**config.mk**
```make
export PLATFORM = sky130hd
export DESIGN_NAME = parking_zone_ctrl
export DESIGN_NICKNAME = d
export VERILOG_FILES = /design/src/rtl/parking_zone_ctrl.sv
export SDC_FILE = /design/constraint.sdc
export NUM_CORES = 1
export LEC_CHECK = 0
export CORE_MARGIN = 1
export CORE_UTILIZATION = 30
export CTS_CLUSTER_SIZE = 20
export DETAILED_ROUTE_END_ITERATION = 6
export PLACE_DENSITY_LB_ADDON = 0.05
export SYNTH_ARGS = -nofsm -noshare
export SYNTH_HDL_FRONTEND = slang
export SYNTH_SLANG_ARGS = --single-unit
```
**constraint.sdc**
```tcl
create_clock -name clk -period 6.3 [get_ports clk]
set_clock_uncertainty 0.05 [all_clocks]
set_input_delay 0.945 -clock clk [delete_from_list [all_inputs] [get_ports clk]]
set_output_delay 0.945 -clock clk [all_outputs]
set_load 0.02 [all_outputs]
```
**src/rtl/parking_zone_ctrl.sv**
```systemverilog
// Multi-zone parking controller: per-zone free counters, entry gate handshake, timed gate-open phase.
// Optional macro PARKING_RESERVE_EN keeps RESERVE spots per zone for priority entries.
module parking_zone_ctrl #(
  parameter int NUM_ZONES = 4,
  parameter int ZONE_CAP  = 16,
  parameter int CNT_W     = 5,
  parameter int ZONE_W    = 2,
  parameter int TOT_W     = 7,
  parameter int GATE_HOLD = 8,
  parameter int RESERVE   = 2
) (
  input  logic                       clk,
  input  logic                       reset,
  input  logic                       entry_req,
  input  logic [ZONE_W-1:0]          entry_zone,
  input  logic                       entry_priority,
  input  logic [NUM_ZONES-1:0]       exit_evt,
  output logic                       entry_grant,
  output logic                       entry_deny,
  output logic                       gate_open,
  output logic [NUM_ZONES*CNT_W-1:0] free_cnt,
  output logic [NUM_ZONES-1:0]       zone_full,
  output logic                       lot_full,
  output logic [TOT_W-1:0]           total_free,
  output logic                       err_exit
);

  typedef enum logic {IDLE = 1'b0, GATE = 1'b1} state_t;

  localparam int TMR_W = $clog2(GATE_HOLD + 1);
  localparam logic [CNT_W-1:0] CAP_L = CNT_W'(ZONE_CAP);

  state_t             state_r;
  logic [TMR_W-1:0]   timer_r;
  logic               gate_r;
  logic               grant_r;
  logic               deny_r;
  logic               err_r;
  logic [CNT_W-1:0]   free_r [NUM_ZONES];
  logic [TOT_W-1:0]   total_r;

  logic [CNT_W-1:0]   free_nxt_s [NUM_ZONES];
  logic [TOT_W-1:0]   total_nxt_s;
  logic               err_hit_s;
  logic [CNT_W-1:0]   sel_free_s;
  logic               zone_ok_s;
  logic [CNT_W-1:0]   need_s;
  logic               req_grant_s;
  logic               req_deny_s;
  logic               hit_s;

  // Look up the requested zone's count; out-of-range zones match nothing.
  always_comb begin
    sel_free_s = '0;
    zone_ok_s  = 1'b0;
    for (int i = 0; i < NUM_ZONES; i++) begin
      sel_free_s = (entry_zone == ZONE_W'(i)) ? free_r[i] : sel_free_s;
      zone_ok_s  = (entry_zone == ZONE_W'(i)) ? 1'b1 : zone_ok_s;
    end
  end

`ifdef PARKING_RESERVE_EN
  // Non-priority entries must leave RESERVE spots behind.
  always_comb begin
    need_s = entry_priority ? '0 : CNT_W'(RESERVE);
  end
`else
  logic unused_s;
  assign unused_s = entry_priority ^ RESERVE[0];
  // Every entry just needs one free spot.
  always_comb begin
    need_s = '0;
  end
`endif

  assign req_grant_s = (state_r == IDLE) && entry_req && zone_ok_s && (sel_free_s > need_s);
  assign req_deny_s  = (state_r == IDLE) && entry_req && !req_grant_s;

  // Next counter values; grant and exit on the same zone cancel out without error.
  always_comb begin
    total_nxt_s = total_r;
    err_hit_s   = 1'b0;
    hit_s       = 1'b0;
    for (int i = 0; i < NUM_ZONES; i++) begin
      hit_s         = req_grant_s && (entry_zone == ZONE_W'(i));
      free_nxt_s[i] = free_r[i];
      if (hit_s && exit_evt[i]) begin
        free_nxt_s[i] = free_r[i];
      end else if (hit_s) begin
        free_nxt_s[i] = free_r[i] - CNT_W'(1);
        total_nxt_s   = total_nxt_s - TOT_W'(1);
      end else if (exit_evt[i]) begin
        if (free_r[i] == CAP_L) begin
          err_hit_s = 1'b1;
        end else begin
          free_nxt_s[i] = free_r[i] + CNT_W'(1);
          total_nxt_s   = total_nxt_s + TOT_W'(1);
        end
      end else begin
        free_nxt_s[i] = free_r[i];
      end
    end
  end

  // Gate FSM, handshake pulses and counters.
  always_ff @(posedge clk) begin
    if (reset) begin
      state_r <= IDLE;
      timer_r <= '0;
      gate_r  <= 1'b0;
      grant_r <= 1'b0;
      deny_r  <= 1'b0;
      err_r   <= 1'b0;
      total_r <= TOT_W'(NUM_ZONES * ZONE_CAP);
      for (int i = 0; i < NUM_ZONES; i++) free_r[i] <= CAP_L;
    end else begin
      grant_r <= req_grant_s;
      deny_r  <= req_deny_s;
      err_r   <= err_r | err_hit_s;
      total_r <= total_nxt_s;
      for (int i = 0; i < NUM_ZONES; i++) free_r[i] <= free_nxt_s[i];
      case (state_r)
        IDLE: begin
          if (req_grant_s) begin
            state_r <= GATE;
            timer_r <= TMR_W'(GATE_HOLD);
            gate_r  <= 1'b1;
          end else begin
            state_r <= IDLE;
            timer_r <= '0;
            gate_r  <= 1'b0;
          end
        end
        GATE: begin
          if (timer_r == TMR_W'(1)) begin
            state_r <= IDLE;
            timer_r <= '0;
            gate_r  <= 1'b0;
          end else begin
            timer_r <= timer_r - TMR_W'(1);
          end
        end
        default: begin
          state_r <= IDLE;
          timer_r <= '0;
          gate_r  <= 1'b0;
        end
      endcase
    end
  end

  for (genvar g = 0; g < NUM_ZONES; g++) begin : g_out
    assign free_cnt[g*CNT_W +: CNT_W] = free_r[g];
    assign zone_full[g]               = (free_r[g] == '0);
  end

  assign lot_full    = &zone_full;
  assign entry_grant = grant_r;
  assign entry_deny  = deny_r;
  assign gate_open   = gate_r;
  assign total_free  = total_r;
  assign err_exit    = err_r;

endmodule

```
# Yosys cells after proc, flatten, opt, wreduce, memory -nomap -nowiden
# Memory sizes are Yosys's and may differ from the RTL's.
# Cells that the tools add are included.
# word_totals
ram_bits,20
memories,1
inputBits,10
wordCells,131
ff_bits,16
output_inout_bits,36
# mem_list
name,depth,word_bits,read_ports,rd_ports_with_merged_regs,write_ports,line,text
free_r,4,5,4,0,4,39,logic [CNT_W-1:0] free_r [NUM_ZONES];
# op_classes
bitwise_logic,6
eq_ne,9
addsub,17
n_mux,71
n_reduce_logical,19
order_cmp,1
# op_table
op,count
5-bit two-way mux,24
7-bit two-way mux,16
"7-bit by 1-bit adder with 7-bit output, second input constant",4
"7-bit by 1-bit subtractor with 7-bit output, second input constant",4
1-bit two-way mux,26
"5-bit by 1-bit adder with 5-bit output, second input constant",4
"5-bit equality test, second input constant",4
5-bit logical NOT,4
"5-bit by 1-bit subtractor with 5-bit output, second input constant",4
1-bit logical AND,12
4-bit two-way mux,2
4-bit one-hot mux with 2 select lines,1
"5-bit by 1-bit greater-than comparator with 1-bit output, second input constant",1
1-bit bitwise OR,5
"2-bit equality test, second input constant",2
"4-bit by 1-bit equality test with 1-bit output, second input constant",1
1-bit one-hot mux with 2 select lines,2
4-bit AND reduction,1
"4-bit by 1-bit subtractor with 4-bit output, second input constant",1
"2-bit by 1-bit equality test with 1-bit output, second input constant",1
2-bit logical NOT,1
"2-bit by 1-bit != test with 1-bit output, second input constant",1
1-bit logical NOT,1
1-bit inverter,1

# Longest topological paths before layout
# Gate-level depths: netlist (run 1).
# logic_depth
word_depth,25
mapped_depth,22

# Worst setup path before layout (run 1)
# No wires, ideal clock.
# synth_path
path_type,in2reg
startpoint,input entry_zone[1]
endpoint,"register total_r[5], in the netlist total_free[5]"
arrival_time_ns,4.483
path_stages,16
path_buffers,0
setup_ns,0.059
path_slack_ns,1.708
required_time_ns,6.191
cell_sequence,or4b_4 -> a211oi_4 -> a21oi_2 -> xnor2_1 -> ha_1 -> o22a_1 -> nand2_1 -> inv_1 -> ha_1 -> a22oi_1 -> xor2_1 -> nor2_1 -> and3_1 -> and3_1 -> or4_1 -> nand2_1
# synth_via
elab_chain_cells,25
word_cells_on_any_way,43
cone_classes,add/sub: 6; order compare: 1; eq/ne: 3; mux: 22; reduce/logical: 11
# synth_rtl
item,line,text
"start, declared",15,"input logic [ZONE_W-1:0] entry_zone,"
2-bit logical NOT,"57, 58, 85",
5-bit two-way mux / 1-bit two-way mux (equally long branches) (4 in a row),"57, 58",
5-bit by 1-bit greater-than comparator with 1-bit output / 1-bit logical AND (equally long branches),76,assign req_grant_s = (state_r == IDLE) && entry_req && zone_ok_s && (sel_free_s > need_s);
1-bit logical AND,76,
1-bit logical AND,85,hit_s = req_grant_s && (entry_zone == ZONE_W'(i));
7-bit two-way mux / 1-bit logical AND (equally long branches),"89, 87",
7-bit two-way mux,87,if (hit_s && exit_evt[i]) begin
7-bit by 1-bit adder with 7-bit output,97,total_nxt_s = total_nxt_s + TOT_W'(1);
[... 6 more ...],--,
7-bit two-way mux,92,end else if (exit_evt[i]) begin
7-bit two-way mux,89,end else if (hit_s) begin
7-bit two-way mux,87,
7-bit by 1-bit adder with 7-bit output,97,
7-bit two-way mux,93,if (free_r[i] == CAP_L) begin
7-bit two-way mux,92,
7-bit two-way mux,89,
7-bit two-way mux *,87,
"end signal, assigned",114,total_r <= TOT_W'(NUM_ZONES * ZONE_CAP);
"end signal, assigned",120,total_r <= total_nxt_s;
"end, declared",40,logic [TOT_W-1:0] total_r;
# Every way passes the cells marked *; elsewhere a longest branch is shown, timed or not.
# A chain may end at the register's enable or synchronous reset.

# Worst setup path after layout (run 1)
# Same ends and word-level chain as after synthesis.

==> results of run 1 <==
[state kept, by name (all words and copies together) (netlist names)]
name         count
gate_open        1
state_r          1
timer_r          4
err_exit         1
entry_grant      1
entry_deny       1
free_r          20
total_free       7
[layer usage]
layer	track usage, %	share of wire [%]
met1	21.0	51
met4	3.32	0.66
met2	25.6	45
met3	2.68	3.5
met5	0	0
[logic make-up after synthesis]
kind of cell | Yosys count | synth area share (%)
mux | 14 | 5.22
buf+inv | 40 | 4.83
compound gates | 81 | 18.8
fa+ha+maj | 26 | 11.2
flops | 36 | 22.8
xor+xnor | 38 | 11.4
simple gates | 150 | 25.7
[metrics by stage]
step	total power, W	cell area [um^2]
finish	0.00118	3850
global route	0.00128	3850
CTS	0.00119	3850
detailed placement	0.000974	3740
global placement	0.000970	3740
floorplan	0.000799	3160
[final timing paths]
kind | endpoint | startpoint | cells past startpoint | slack [ns]
min | timer_r[0] | timer_r[0] | 1 | 0.41
max | total_free[5] | entry_zone[1] | 17 | 0.90
max reg2reg | total_free[5] | total_free[0] | 18 | 1.45
min reg2reg | timer_r[0] | timer_r[0] | 1 | 0.41
[where the power goes]
part / internal (W) / switching [W] / leakage, nW
Sequential: 0.000261 / 0.0000573 / 0.294
Clock: 0.000117 / 0.0000931 / 0.0541
Combinational: 0.000283 / 0.000364 / 1.28
Total: 0.000662 / 0.000514 / 1.63
[synth_stat cells, types with 3 or more instances]
master | number | share of area, %
nor2b_1 | 7 | 1.4
inv_1 | 27 | 3.2
a21oi_1 | 23 | 3.6
xor2_1 | 15 | 4.2
nor4_1 | 3 | 0.59
xnor2_1 | 20 | 5.5
nor3_1 | 7 | 1.1
nand3b_1 | 4 | 0.95
clkbuf_1 | 9 | 1.1
nand2_1 | 19 | 2.3
a21o_1 | 8 | 1.9
ha_1 | 22 | 8.7
nand3_1 | 14 | 2.2
and3_1 | 10 | 2.0
o21ai_0 | 7 | 1.1
dfxtp_1 | 36 | 23
a31oi_1 | 4 | 0.79
or4_1 | 3 | 0.71
nand4_1 | 7 | 1.4
mux2i_1 | 12 | 3.8
or3_1 | 5 | 0.99
nor2_1 | 50 | 5.9
fa_1 | 4 | 2.5
o21ai_1 | 7 | 1.1
[final cells by class]
type,instances,area [um^2],share of cell area [%]
flip-flops and latches,36,721,18.7
well taps,136,170,4.42
inverters,27,101,2.63
multi-input cells,309,2290,59.5
clock inverters,3,42.5,1.11
clock buffers,5,68.8,1.79
repair buffers,46,455,11.8
[cell usage in the layout, fill, tap and decap left out, types with 5 or more instances in the layout]
cell / synthesis / layout
mux2i_1: 12 / 12
nand3_1: 14 / 14
o21ai_1: 7 / 7
nand2_1: 19 / 19
nor2_1: 50 / 50
a21o_1: 8 / 8
xor2_1: 15 / 15
a21oi_1: 23 / 23
clkbuf_8: 0 / 5
ha_1: 22 / 22
nor3_1: 7 / 7
and3_1: 10 / 10
xnor2_1: 20 / 20
clkdlybuf4s50_1: 0 / 44
dfxtp_1: 36 / 36
nor2b_1: 7 / 7
nand4_1: 7 / 7
o21ai_0: 7 / 7
or3_1: 5 / 5
inv_1: 27 / 27
==> flow_summary.json, run 1 <==
{
  "start_util_pct": 30.8,
  "vias": 2846,
  "async_reset_ff_share_pct": 0,
  "place_ws_ns": 0.614,
  "synthToLayoutAreaGrowth_pct": 21.7,
  "cts_resized": 0,
  "start_kind": "primary input",
  "crit_arrival_ns": 5.59,
  "max_freq_ghz": 0.185,
  "syn_avg_cell_area_um2": 8.21,
  "cts_buffers": 5,
  "setup_tns_ns": 0,
  "fp.dieW_um": 105,
  "dieArea_mm2": 0.0110,
  "status": "completed",
  "slew_violations": 0,
  "seq_area_frac_synth_pct": 22.8,
  "postCtsSetupBuffers": 0,
  "final_cells": 562,
  "clk_pin_slew_worst_paths_ns": 0.08,
  "cellPowerDensity_mw_per_mm2": 306,
  "p_leak_nw": 1.63,
  "antenna_found_initial": 0,
  "portBuffers": 44,
  "crit_required_ns": 6.49,
  "ir_drop_uv": 104,
  "core_area_mm2": 0.0103,
  "diodes": 0,
  "fillerInstances": 1098,
  "overflow": 0,
  "crit_type": "primary input to register",
  "synth_edf_count": 0,
  "drt.antenna.violating_nets": 0,
  "fin_crit_ns": 5.40,
  "end_kind": "register",
  "crit_family": "simple AND/OR/NAND/NOR gates",
  "ios": 46,
  "viasPerCell": 5.06,
  "gp_congestion": 0.801,
  "fin_util_pct": 37.4,
  "hold_slack_ns": 0.414,
  "drv_cap": 0,
  "grt_pass1_wl_um": 13700,
  "clock_latency_ns": 0.29,
  "yosysUniqueCellTypes": 72,
  "dp_cells": 554,
  "rows": 37,
  "slowest_stage": "or4b_4",
  "grt_max_degree": 27,
  "routed_wl_um": 8190,
  "drcViolationCount": 0,
  "synth-warning-count": 0,
  "cpPeakStageDelay_ns": 0.65,
  "cts_num_sinks": 36,
  "path_buf_inv": 2,
  "cts_max_level": 2,
  "hold_viol_final": 0,
  "post-route-period-util_pct": 85.8,
  "grtUsageTotal_pct": 15.5,
  "cts_root_buffer": "clkbuf_8",
  "drive_above_1_share_pct": 7.04,
  "first_iter_violations": 92,
  "synth_cells": 385,
  "cp_max_fo": 10,
  "wl_per_cell_um": 14.6,
  "synth.ff_latch_count": 36,
  "die_y_um": 105,
  "rsz0062_at_grt": "no",
  "critical_path.cell_chain": "clkdlybuf4s50_1, or4b_4, a211oi_4, a21oi_2, xnor2_1, ha_1, o22a_1, nand2_1, inv_1, ha_1, a22oi_1, xor2_1, nor2_1, and3_1, and3_1, or4_1, nand2_1",
  "cts_buffer_depth": 2,
  "dp_hpwl_um": 6240,
  "cts_hold_buf": 0,
  "synthesis.area_mm2": 0.00316,
  "nets": 461,
  "relSlewSlack_pct": 45.6,
  "ys.flop_type": "dfxtp_1",
  "grt_pass1_vias": 2749,
  "final.setup.worst_slack_ns": 0.897,
  "worstMarginPinSlew_ns": 0.813,
  "cts_tree": "built",
  "finalSetupViolations": 0,
  "syn_nets": 421,
  "dr.pass1.iters": 4,
  "hp-class": "register to register"
}
Power figures use the tool's default switching activity.
==> run 2: changes to the inputs <==
--- a/config.mk
+++ b/config.mk
@@ -6,10 +6,11 @@
 export NUM_CORES = 1
 export LEC_CHECK = 0
 export CORE_MARGIN = 1
-export CORE_UTILIZATION = 30
+export CORE_UTILIZATION = 55
 export CTS_CLUSTER_SIZE = 20
 export DETAILED_ROUTE_END_ITERATION = 6
 export PLACE_DENSITY_LB_ADDON = 0.05
+export REMOVE_ABC_BUFFERS = 1
 export SYNTH_ARGS = -nofsm -noshare
 export SYNTH_HDL_FRONTEND = slang
 export SYNTH_SLANG_ARGS = --single-unit
==> flow_summary.json, run 2 (synthesis gave the netlist of run 1 again) <==
{
  "die_y_um": 77.8,
  "gp_congestion": 0.923,
  "overflow": 0,
  "hp-class": "register to register",
  "cpPeakStageDelay_ns": 0.63,
  "crit_arrival_ns": 5.48,
  "routed_wl_um": 7280,
  "start_util_pct": 57.1,
  "cts_root_buffer": "clkbuf_8",
  "first_iter_violations": 130,
  "power_w": 0.00114,
  "fillerInstances": 483,
  "start_kind": "primary input",
  "antenna_found_initial": 0,
  "ios": 46,
  "synthToLayoutAreaGrowth_pct": 18.5,
  "path_buf_inv": 2,
  "dp_cells": 490,
  "ir_drop_uv": 176,
  "diodes": 0,
  "rsz0062_at_grt": "no",
  "cts_buffer_depth": 2,
  "cts_tree": "built",
  "max_freq_ghz": 0.189,
  "cp_max_fo": 10,
  "dp_hpwl_um": 5410,
  "cts_resized": 0,
  "cp-startpoint": "entry_zone[1]",
  "rr_endpoint": "total_free[5]",
  "grt_max_degree": 27,
  "rows": 27,
  "r2r-start": "total_free[0]",
  "portBuffers": 44,
  "cts_buffers": 5,
  "rr_worst_depth": 18,
  "wl_per_cell_um": 14.6,
  "slew_violations": 0,
  "grt_pass1_wl_um": 12500,
  "core_area_mm2": 0.00554,
  "end_kind": "register",
  "status": "completed",
  "mostFrequentLayoutCell": "nor2_1",
  "drt.antenna.violating_nets": 0,
  "crit_family": "simple AND/OR/NAND/NOR gates",
  "top_register": "free_r",
  "clk_pin_slew_worst_paths_ns": 0.09,
  "crit_type": "primary input to register",
  "drive_above_1_share_pct": 7.04,
  "cts_hold_buf": 0,
  "min-delay-start": "timer_r[0]",
  "largest_reg_flops": 20,
  "final_cells": 498,
  "fp.dieW_um": 77.8,
  "final_cell_mix": "nor2_1 (50), clkdlybuf4s50_1 (44), dfxtp_1 (36)",
  "dieArea_mm2": 0.00606,
  "hold_viol_final": 0,
  "worstMarginPinSlew_ns": 0.646,
  "drv_cap": 0,
  "grtUsageTotal_pct": 25.9,
  "drcViolationCount": 0,
  "cellPowerDensity_mw_per_mm2": 304,
  "fin_crit_ns": 5.29,
  "relSlewSlack_pct": 56.3,
  "holdPathStages": 1,
  "post-route-period-util_pct": 84.0,
  "setup_tns_ns": 0,
  "viasPerCell": 5.89,
  "hold_end": "timer_r[0]",
  "clock_latency_ns": 0.30,
  "fin_util_pct": 67.6,
  "nets": 461,
  "cts_num_sinks": 36,
  "grt_pass1_vias": 2717,
  "reg2reg_slack_ns": 1.52,
  "slowest_stage": "or4b_4",
  "finalSetupViolations": 0,
  "postCtsSetupBuffers": 0,
  "vias": 2934,
  "critical_path.cell_chain": "clkdlybuf4s50_1, or4b_4, a211oi_4, a21oi_2, xnor2_1, ha_1, o22a_1, nand2_1, inv_1, ha_1, a22oi_1, xor2_1, nor2_1, and3_1, and3_1, or4_1, nand2_1",
  "crit_required_ns": 6.49,
  "p_leak_nw": 1.62,
  "dr.pass1.iters": 4,
  "cts_max_level": 2
}
## run 2: cell count changes in the layout (fill, tap and decap cells not counted), sizes merged
cell    previous run  this run
bufinv             1         0
inv               27        28
## run 2: power by group
part / switching (W) / leakage (nW) / internal [W]
clock: 0.0000966 / 0.0445 / 0.0000786
combinational: 0.000358 / 1.28 / 0.000284
sequential: 0.0000581 / 0.294 / 0.000261
total: 0.000513 / 1.62 / 0.000624
## run 2: area by class of cell
type	instances	area (um^2)	area share, %
Tap cell	72	90.1	2.40
Sequential cell	36	721	19.2
Clock inverter	3	21.3	0.568
Inverter	27	101	2.71
Timing Repair Buffer	46	455	12.2
Multi-Input combinational cell	309	2290	61.1
Clock buffer	5	68.8	1.84
## run 2: per-layer routing
metal	up-vias	share of wire, %	track usage, %
li1	1467	-	-
met3	15	4.4	4.12
met4	0	2.3	12.3
met1	1367	48	34.3
met2	85	45	40.8
met5	-	0	0
## run 2: worst max path at each step
stage | to | slack (ns) | depth (start not counted)
2_1_floorplan | total_free[5] | 1.71 | 16
3_3_place_gp | total_free[5] | 0.80 | 17
3_5_place_dp | total_free[5] | 0.75 | 17
4_1_cts | total_free[5] | 1.02 | 17
5_1_grt | total_free[5] | 0.71 | 17
6_report | total_free[5] | 1.01 | 17
## run 2: metrics by stage
stage                     hold WS, ns  cell area [um^2]  setup slack [ns]
after global routing            0.439              3750             0.705
after global placement          0.398              3660             0.801
after detailed placement        0.405              3660             0.752
after floorplan                 0.380              3110              1.71
after CTS                       0.426              3750              1.02
final                           0.417              3750              1.01
